==> config.mk <==
export PLATFORM = sky130hd
export DESIGN_NAME = life_gen_sequencer
export DESIGN_NICKNAME = d
export VERILOG_FILES = /design/src/rtl/life_gen_sequencer.sv
export SDC_FILE = /design/constraint.sdc
export NUM_CORES = 1
export LEC_CHECK = 0
export CORE_MARGIN = 2
export CORE_UTILIZATION = 35
export CTS_CLUSTER_DIAMETER = 150
export DETAILED_ROUTE_END_ITERATION = 10
export PLACE_DENSITY = 0.7
export SYNTH_ARGS = -nofsm -noshare
export SYNTH_HDL_FRONTEND = slang
export SYNTH_SLANG_ARGS = --single-unit
==> constraint.sdc <==
create_clock -name clk -period 5.64 [get_ports clk]
set_input_delay 1.128 -clock clk [delete_from_list [all_inputs] [get_ports clk]]
set_output_delay 1.128 -clock clk [all_outputs]
set_load 0.1 [all_outputs]
==> src/rtl/life_gen_sequencer.sv <==
// Generation sequencer for the 8x8 life grid: seed load, single step, rate-divided free-run, auto-halt.
// Optional LIFE_OSC_DETECT_EN adds period-2 oscillation detection (prev_grid register, osc halt).
module life_gen_sequencer #(
  parameter int unsigned GEN_W = 16,
  parameter int unsigned DIV_W = 8
) (
  input  logic             clk,
  input  logic             reset,
  input  logic [63:0]      seed,
  input  logic             load,
  input  logic             run,
  input  logic             step,
  input  logic [GEN_W-1:0] max_gens,
  input  logic [DIV_W-1:0] rate,
  output logic [63:0]      dp_in,
  input  logic [63:0]      dp_out,
  output logic [63:0]      grid,
  output logic [GEN_W-1:0] gen_count,
  output logic             busy,
  output logic             done,
  output logic             stable,
  output logic             extinct,
  output logic             osc
);

  typedef enum logic [1:0] {StIdle, StRun, StHalt} state_e;

  state_e           state_q;
  logic [DIV_W-1:0] div_q;
  logic [GEN_W-1:0] gen_inc;
  logic             run_evolve;
  logic             idle_evolve;
  logic             evolve;
  logic             osc_hit;
  logic             halt_hit;

  assign dp_in       = grid;
  assign busy        = (state_q == StRun);
  assign gen_inc     = (&gen_count) ? gen_count : gen_count + 1'b1;
  assign run_evolve  = (state_q == StRun) && run && (div_q >= rate);
  assign idle_evolve = (state_q == StIdle) && !run && step;
  assign evolve      = !load && (run_evolve || idle_evolve);

`ifdef LIFE_OSC_DETECT_EN
  logic [63:0] prev_grid_q;
  logic        osc_q;

  // gen_count gate keeps the cleared prev_grid from matching an all-zero successor
  assign osc_hit = (dp_out == prev_grid_q) && (gen_count != '0);
  assign osc     = osc_q;

  always_ff @(posedge clk or negedge reset) begin
    if (!reset) begin
      prev_grid_q <= '0;
      osc_q       <= 1'b0;
    end else if (load) begin
      prev_grid_q <= '0;
      osc_q       <= 1'b0;
    end else if (evolve) begin
      prev_grid_q <= grid;
      osc_q       <= osc_hit;
    end
  end
`else
  assign osc_hit = 1'b0;
  assign osc     = 1'b0;
`endif

  assign halt_hit = ((max_gens != '0) && (gen_inc == max_gens)) ||
                    (dp_out == grid) || (dp_out == '0) || osc_hit;

  always_ff @(posedge clk or negedge reset) begin
    if (!reset) begin
      state_q   <= StIdle;
      div_q     <= '0;
      grid      <= '0;
      gen_count <= '0;
      done      <= 1'b0;
      stable    <= 1'b0;
      extinct   <= 1'b0;
    end else if (load) begin
      // run is deliberately not honoured on the load edge
      state_q   <= StIdle;
      div_q     <= '0;
      grid      <= seed;
      gen_count <= '0;
      done      <= 1'b0;
      stable    <= 1'b0;
      extinct   <= 1'b0;
    end else begin
      unique case (state_q)
        StIdle: begin
          if (run) begin
            state_q <= StRun;
            div_q   <= '0;
          end
        end
        StRun: begin
          if (!run) begin
            state_q <= StIdle;
          end else if (div_q >= rate) begin
            div_q <= '0;
            if (halt_hit) begin
              state_q <= StHalt;
              done    <= 1'b1;
            end
          end else begin
            div_q <= div_q + 1'b1;
          end
        end
        StHalt: ;
        default: state_q <= StIdle;
      endcase
      if (evolve) begin
        grid      <= dp_out;
        gen_count <= gen_inc;
        stable    <= (dp_out == grid);
        extinct   <= (dp_out == '0);
      end
    end
  end

endmodule

==> results of run 1 <==
==> cell type report <==
class                           count  area [sq um]
Antenna cell                        3         7.507
Clock buffer                       12         236.5
Clock inverter                      3         46.29
Fill cell                        1776          9034
Inverter                           15         56.30
Multi-Input combinational cell    540          3617
Sequential cell                    93          2327
Tap cell                          234         292.8
Timing Repair Buffer              309          3088
==> per-layer routing <==
metal  global-route usage, %  vias to the layer above
met4                   7.211                        0
li1                        -                     3047
met1                   30.32                     3066
met3                   4.105                       30
met2                   42.26                      225
met5                       0                        -
==> cells by family after synthesis <==
kind of cell    count (synthesis)  share of synthesized area [%]
compound gates                130                          11.00
fa+ha+maj                      10                          1.874
buf+inv                       118                          11.02
other cells                     1                        0.05616
flops                          93                          34.85
simple gates                  242                          19.34
mux                            68                          10.19
xor+xnor                       89                          11.67
==> state kept, by name, summed over array words and instances, names as in the netlist <==
name	count
state_q	2
done	1
extinct	1
stable	1
dp_in	64
gen_count	16
div_q	8
==> Yosys cell counts (2+ instances only) <==
cell	count
inv_1	15
mux2i_1	68
clkbuf_8	3
o211ai_1	4
nand4_4	2
nand4_1	17
buf_2	6
nor2_1	29
and2_1	3
dfrtp_1	93
xor2_1	69
nand3_1	13
a21oi_1	21
nand2b_1	8
o31ai_1	2
nand2_1	83
buf_4	68
ha_1	10
o21ai_0	85
a31oi_1	2
a21o_1	2
nor3_1	11
and3_1	10
a2111oi_0	2
nor4_1	46
and4_1	7
xnor2_1	20
clkbuf_1	26
or4_1	2
==> worst paths after layout <==
path	start	to	slack, ns	cells after the start
max reg2reg	gen_count[0]$_DFFE_PN0P_	state_q[1]$_DFFE_PN0P_	2.18	9
min in group asynchronous	reset	dp_in[40]$_DFFE_PN0P_	0.79	1
max	rate[5]	dp_in[56]$_DFFE_PN0P_	1.67	12
min reg2reg	div_q[4]$_DFFE_PN0P_	div_q[4]$_DFFE_PN0P_	0.56	1
max in group asynchronous	reset	dp_in[45]$_DFFE_PN0P_	3.70	2
min	div_q[4]$_DFFE_PN0P_	div_q[4]$_DFFE_PN0P_	0.56	1
==> through the flow <==
step / util (%) / hold slack, ns
after floorplan: - / 0.4840
after CTS: 51.67 / 0.5528
after detailed placement: 50.15 / 0.5433
after global routing: 51.71 / 0.5840
after global placement: 50.15 / 0.5282
final: 51.71 / 0.5587
==> power by group through the flow <==
stage,Combinational [uW],Sequential [uW],Clock [uW]
global route,1280,791,661
finish,1240,783,621
CTS,1250,783,628
floorplan,576,1120,0
detailed placement,1240,796,0
global placement,1240,794,0
==> impl_metrics.yaml, run 1 <==
run_status:
  status: "complete, no violations"
detailed_routing:
  vias_per_cell: 5.267
  met1_length_um: 10270
  routedWlPerCell_um: 20.60
  wl_um: 24910
  dr.pass1.iters: 4
  drt_iter0_drc: 312
  ant_nets: 0
  route.top_layer_used: "met4"
  route.met2.wl_um: 12680
  dr_wl_met3_um: 1457
  num_vias: 6368
  drc: 0
floorplan:
  initial_utilization_pct: 35.70
  core_sq_um: 18710
  pin_count: 306
  dieArea_sq_um: 20200
  die_width_um: 142.1
  rows: 50
  die_h_um: 142.1
cts:
  clk_path_buf_depth: 2
  cts.clk_slew.worst_paths_ns: 0.07
  cts_tree: "yes"
  cts_inserted_buffers: 9
  cts_resized: 0
  ctsHtreeMaxLevel: 3
  clk_latency_ns: 0.35
  clock_sinks: 93
  cts_setup_buffers: 0
  hold_buffers: 0
  clockRootBuffer: "clkbuf_16"
critical_path:
  startpoint_type: "input pin"
  end_kind: "flip-flop"
  crit_buf_inv: 4
  crit_chain: "clkdlybuf4s50_1, inv_1, ha_1, a2111o_1, a31oi_1, o21ai_0, a41oi_1, buf_4, or2_4, buf_4, mux2i_1, o21ai_0"
  slowest_stage: "clkdlybuf4s50_1"
  cpLargestDelayFamily: "buffers and inverters"
  crit_type: "in2reg"
  arrival_ns: 4.15
  path_max_fanout: 27
  slowest_delay_ns: 0.46
  cp.required_ns: 5.82
yosys:
  syn_inst: 751
  yosysWarnings: 0
  syn-num-nets: 918
  synth_edf_count: 0
  yosysTopAreaCellShare_pct: 34.85
  synthFlopType: "dfrtp_1"
  syn_area_per_cell_sq_um: 8.892
  yosys_register_bits: 93
  async_reset_ff_share_pct: 100.0
  yosysSeqAreaShare_pct: 34.85
  synth.distinct_cells: 53
  synth_area_leaders: "dfrtp_1, mux2i_1, xor2_1, buf_4, o21ai_0"
  synth_area_sq_um: 6678
  synth_top_area_cell: "dfrtp_1"
timing:
  setup_viol: 0
  grt_setup_unrepaired: "no"
  finalMaxSlewViolations: 0
  fmax_mhz: 251.9
  tns_ns: 0
  finalHoldViolCount: 0
  tightest_slew_ns: 1.036
  postLayoutSetupSlackWorst_ns: 1.670
  finClkSkew_ns: 0.01167
  period_minus_slack_ns: 3.970
  fin_crit_sh_pct: 70.39
  slew_headroom_pct: 30.74
hold_path:
  hp-class: "reg2reg"
pwr:
  powerDensity_nw_per_um2: 273.3
  power_frac_comb_pct: 46.9
  intPower_uw: 1390
  ir_worst_vdd_mv: 0.1313
  sequentialPowerShare_pct: 29.6
  p_sw_uw: 1254
  p_leak_uw: 0.004155
  clockPowerShare_pct: 23.5
  swShare_pct: 47.43
  power_uw: 2644
layout:
  drive_above_1_share_pct: 2.984
  syn2layout_area_growth_pct: 44.84
  final_nets: 1135
  final_cells: 1209
  final_cell_mix: "clkdlybuf4s50_1, dfrtp_1, o21ai_0, nand2_1, xor2_1"
  final_common_cell: "clkdlybuf4s50_1"
  final_area_sq_um: 9672
placement:
  postPlaceCellArea_sq_um: 9382
  dp_cells: 1191
  dp_hpwl_um: 19540
  pre_cts_ws_ns: 1.302
  port_buffers: 304
  routabilityCongestion: 0.9072
global_route:
  grt_pass1_wl_um: 36850
  overflow: 0
  grt_antenna_before_repair: 3
  grt_usage_pct: 24.08
  first_global_vias: 6167
  grt_max_degree: 108
flow_run:
  cap_violations: 0
Note: power is estimated with default switching activity, not from simulation.
==> inputs of run 2 (changes only) <==
PLACE_DENSITY = 0.72   (was 0.7)
clock period = 3.3 ns   (was 5.64 ns; I/O delays follow)
==> run 2 against run 1 <==
Net effect:
- clock power is 64% higher
- utilization fell by 1.0 points
- critical endpoint is now done$_DFFE_PN0P_
- setup slack got worse by 1.5 ns
- critical path type is now reg2reg
==> impl_metrics.yaml, run 2 (synthesis gave the netlist of run 1 again) <==
cts:
  cts_resized: 0
  clock_sinks: 93
  clockRootBuffer: "clkbuf_16"
  clk_latency_ns: 0.35
  cts_inserted_buffers: 9
  ctsHtreeMaxLevel: 3
  cts_tree: "yes"
  hold_buffers: 0
  cts_setup_buffers: 0
  clk_path_buf_depth: 2
  cts.clk_slew.worst_paths_ns: 0.07
timing:
  tightest_slew_ns: 0.8513
  finalMaxSlewViolations: 0
  finClkSkew_ns: 0.01228
  slew_headroom_pct: 43.25
  grt_setup_unrepaired: "no"
  finalHoldViolCount: 0
  period_minus_slack_ns: 3.125
  setup_viol: 0
  fin_crit_sh_pct: 94.69
  fmax_mhz: 320.0
  tns_ns: 0
  holdWs_ns: 0.3927
layout:
  utilization_pct: 50.67
  fillers: 1715
  seq_area_sq_um: 2331
  largest_reg_flops: 64
  multi_input_area_sq_um: 3625
  final_common_cell: "buf_4"
  final_area_sq_um: 9478
  final_cell_mix: "buf_4, clkdlybuf4s50_1, dfrtp_1, o21ai_0, nand2_1"
  final_nets: 1153
  syn2layout_area_growth_pct: 41.93
  drive_above_1_share_pct: 20.48
global_route:
  grt_max_degree: 141
  met3_usage_pct: 4.778
  grt_antenna_before_repair: 6
  overflow: 0
  globalRouteMet1Util_pct: 27.17
  busiest_layer: "met2"
  grtUsageMet2_pct: 40.99
  grt_pass1_wl_um: 35780
  grt_usage_pct: 23.20
  first_global_vias: 6311
detailed_routing:
  vias_per_cell: 5.260
  dr.pass1.iters: 5
  routedWlPerCell_um: 19.66
  ant_nets: 0
  drc: 0
  wl_um: 24160
  num_vias: 6465
  drt_iter0_drc: 287
floorplan:
  die_h_um: 142.1
  die_width_um: 142.1
  rows: 50
  initial_utilization_pct: 35.70
  dieArea_sq_um: 20200
  pin_count: 306
  core_sq_um: 18710
pwr:
  swShare_pct: 48.73
  sequentialPowerShare_pct: 30.2
  clockPowerShare_pct: 23.1
  p_sw_uw: 2161
  p_leak_uw: 0.004437
  power_frac_comb_pct: 46.7
  powerDensity_nw_per_um2: 467.9
  power_uw: 4435
  ir_worst_vdd_mv: 0.2317
  intPower_uw: 2274
placement:
  dp_hpwl_um: 19110
  routabilityCongestion: 0.8936
  port_buffers: 304
  postPlaceCellArea_sq_um: 9175
flow_run:
  cap_violations: 0
critical_path:
  arrival_ns: 3.40
  end_kind: "flip-flop"
  path_max_fanout: 9
  crit_type: "reg2reg"
  startpoint_type: "flip-flop"
  cp.required_ns: 3.57
run_status:
  status: "complete, no violations"
hold_path:
  hp-class: "in2async"
==> run 2: changes by cell type in the layout (fill, tap and decap cells not counted), sizes merged, moves of 2 or more <==
| cell | before | now |
|---|---|---|
| buf | 7 | 173 |
| clkdlybuf4s50 | 302 | 154 |
| clkinv | 0 | 3 |
| clkbuf | 12 | 10 |
==> run 2: layout make-up <==
type	count	share of cell area, %
Sequential cell	93	24.59
Multi-Input combinational cell	540	38.24
Inverter	15	0.5941
Clock buffer	10	2.521
Tap cell	234	3.089
Antenna cell	4	0.1056
Timing Repair Buffer	327	30.36
Clock inverter	6	0.4884
==> run 2: worst paths after layout <==
kind                                                from                       end  slack [ns]  cells after the start
worst min-delay path                               reset  gen_count[8]$_DFFE_PN0P_        0.39                      1
worst max register to register  gen_count[0]$_DFFE_PN0P_          done$_DFFE_PN0P_        0.18                     10
min in group clk                      stable$_DFFE_PN0P_        stable$_DFFE_PN0P_        0.53                      2
worst min register to register        stable$_DFFE_PN0P_        stable$_DFFE_PN0P_        0.53                      2
worst max-delay path            gen_count[0]$_DFFE_PN0P_          done$_DFFE_PN0P_        0.18                     10
max in group asynchronous                          reset     dp_in[61]$_DFFE_PN0P_        2.10                      2
==> run 2: power groups by stage <==
stage	sequential (uW)	combinational, uW	clock, uW
floorplan	1910	985	0
global placement	1360	2070	0
detailed placement	1360	2080	0
CTS	1340	2080	1050
global route	1350	2140	1100
finish	1340	2070	1020
==> run 2: layer usage <==
metal	wire, um	vias up	share of wire [%]
met5	24	-	0.099
met4	774	4	3.2
met1	9510	3095	39
met3	1583	42	6.6
li1	-	3083	-
met2	12260	241	51
==> run 2: worst max-delay path: stages (launching register included) <==
cell	delay, ns
dfrtp_2	0.45
ha_1	0.19
buf_4	0.15
and3_1	0.37
a21oi_1	0.12
nor4_1	0.39
o211ai_1	0.17
nor4b_2	0.31
nand4_1	0.20
or4_1	0.54
a21oi_1	0.15
==> run 2: metrics by stage <==
stage	setup slack, ns	std cells
floorplan	0.01124	751
global placement	-0.02919	1209
detailed placement	-0.08006	1209
CTS	0.2243	1225
global route	0.08716	1229
finish	0.1752	1229
==> inputs of run 3 (changes only) <==
CORE_MARGIN = 10   (was 2)
CORE_UTILIZATION = 38   (was 35)
PLACE_DENSITY = 0.77   (was 0.72)
==> run 3 against run 2 <==
Net effect:
- die area rose by 15%
- fmax rose by 4.4%
- non-clock buffer count rose by 3
- worst hold slack improved by 0.042 ns
- sequential cell count did not move
- combinational power barely moved
==> impl_metrics.yaml, run 3 (synthesis gave the netlist of run 1 again) <==
global_route:
  grt_antenna_before_repair: 2
  grt_usage_pct: 21.73
  first_global_vias: 6705
  grt_pass1_wl_um: 40450
  overflow: 0
  grt_max_degree: 134
critical_path:
  cp.required_ns: 3.57
  end_kind: "flip-flop"
  timing.rr.end: "done$_DFFE_PN0P_"
  slowest_stage: "or4_1"
  crit_end: "done$_DFFE_PN0P_"
  reg2regPathDepth: 9
  r2r-start: "gen_count[1]$_DFFE_PN0P_"
  arrival_ns: 3.26
  path_max_fanout: 8
  rrSetupSlack_ns: 0.31
  crit_type: "reg2reg"
  crit_chain: "ha_1, nand4_1, or4_1, o211ai_1, o21ai_0, nor4b_2, nand4_1, or4_1, a21oi_1"
  startpoint: "gen_count[1]$_DFFE_PN0P_"
  startpoint_type: "flip-flop"
  slowest_delay_ns: 0.54
timing:
  finClkSkew_ns: 0.01089
  fmax_mhz: 334.2
  setup_viol: 0
  finalHoldViolCount: 0
  fin_crit_sh_pct: 90.66
  grt_setup_unrepaired: "no"
  slew_headroom_pct: 38.90
  tightest_slew_ns: 0.9164
  finalMaxSlewViolations: 0
  period_minus_slack_ns: 2.992
flow_run:
  cap_violations: 0
hold_path:
  hp-class: "in2async"
cts:
  clock_sinks: 93
  ctsHtreeMaxLevel: 3
  clk_latency_ns: 0.35
  cts_inserted_buffers: 9
  cts.clk_slew.worst_paths_ns: 0.07
  cts_tree: "yes"
  clk_path_buf_depth: 2
  cts_setup_buffers: 0
  hold_buffers: 0
  clockRootBuffer: "clkbuf_16"
floorplan:
  core_sq_um: 17240
  rows: 48
  dieArea_sq_um: 23270
  initial_utilization_pct: 38.74
  die_width_um: 152.6
  pin_count: 306
  die_h_um: 152.6
layout:
  largest_reg_flops: 64
  final_common_cell: "buf_4"
  fillers: 1614
  drive_above_1_share_pct: 20.62
  syn2layout_area_growth_pct: 42.06
  final_cell_mix: "buf_4, clkdlybuf4s50_1, dfrtp_1, o21ai_0, nand2_1"
  final_nets: 1156
  utilization_pct: 55.04
run_status:
  status: "complete, no violations"
pwr:
  powerDensity_nw_per_um2: 474.7
  ir_worst_vdd_mv: 0.3168
  power_uw: 4503
  p_leak_uw: 0.004450
detailed_routing:
  ant_nets: 0
  num_vias: 6472
  drc: 0
  routedWlPerCell_um: 21.85
  wl_um: 26650
  dr.pass1.iters: 5
  drt_iter0_drc: 383
  vias_per_cell: 5.305
placement:
  dp_hpwl_um: 21680
  port_buffers: 304
  routabilityCongestion: 0.9089
## run 3: metal layers
metal	GRT usage (%)	part of all wire (%)	vias to the layer above	routed length, um
met1	25.12	40	3106	10680
met2	38.74	51	238	13620
met3	5.306	6.7	37	1775
met4	6.267	2.1	2	564
met5	0	0.034	-	9
li1	-	-	3089	-
## run 3: timing repair
item | CTS | global route
endpoints found under the setup margin | 0 | 1
endpoints found under the hold margin | 0 | 0
resized for setup | 0 | 2
## run 3: worst min path at each step
stage / startpoint / to / slack, ns / cells past startpoint
2_1_floorplan: reset / div_q[0]$_DFFE_PN0P_ / 0.36 / 0
3_3_place_gp: stable$_DFFE_PN0P_ / stable$_DFFE_PN0P_ / 0.51 / 2
3_5_place_dp: stable$_DFFE_PN0P_ / stable$_DFFE_PN0P_ / 0.52 / 2
4_1_cts: reset / gen_count[8]$_DFFE_PN0P_ / 0.48 / 1
5_1_grt: reset / gen_count[8]$_DFFE_PN0P_ / 0.49 / 1
6_report: reset / gen_count[8]$_DFFE_PN0P_ / 0.43 / 1
## run 3: worst max-delay path, delay by kind of cell, from the launching register on
family / cells / cell delay, ns
AND/OR/NAND/NOR: 5 / 1.67
AO/OA/AOI/OAI: 3 / 0.46
flip-flops: 1 / 0.43
adder cells (fa/ha/maj): 1 / 0.34
## run 3: report_power, final
part	switching, uW	leakage, uW	total, uW	internal (uW)
logic	1570	0.00314	2090	521
clock network	482	0.000136	1070	591
registers	120	0.00117	1340	1220
total	2170	0.00445	4500	2330
## run 3: cell type report
cell class	count	area [sq um]	share of cell area, %
Clock buffer	11	232.7	2.453
Tap cell	225	281.5	2.968
Inverter	15	56.30	0.5935
Antenna cell	1	2.502	0.02638
Multi-Input combinational cell	540	3623	38.20
Clock inverter	5	58.81	0.6199
Sequential cell	93	2331	24.57
Timing Repair Buffer	330	2900	30.57
## run 3: per-stage QoR
stage                     hold WS (ns)  instances  area (sq um)  setup TNS [ns]  setup WS (ns)
after CTS                       0.4802       1219          9478               0         0.1800
after floorplan                 0.3644        751          6681               0        0.01124
after detailed placement        0.5243       1203          9186         -0.6543       -0.04695
after global routing            0.4923       1220          9487               0         0.1011
final                           0.4343       1220          9487               0         0.3082
after global placement          0.5144       1203          9186               0        0.03215
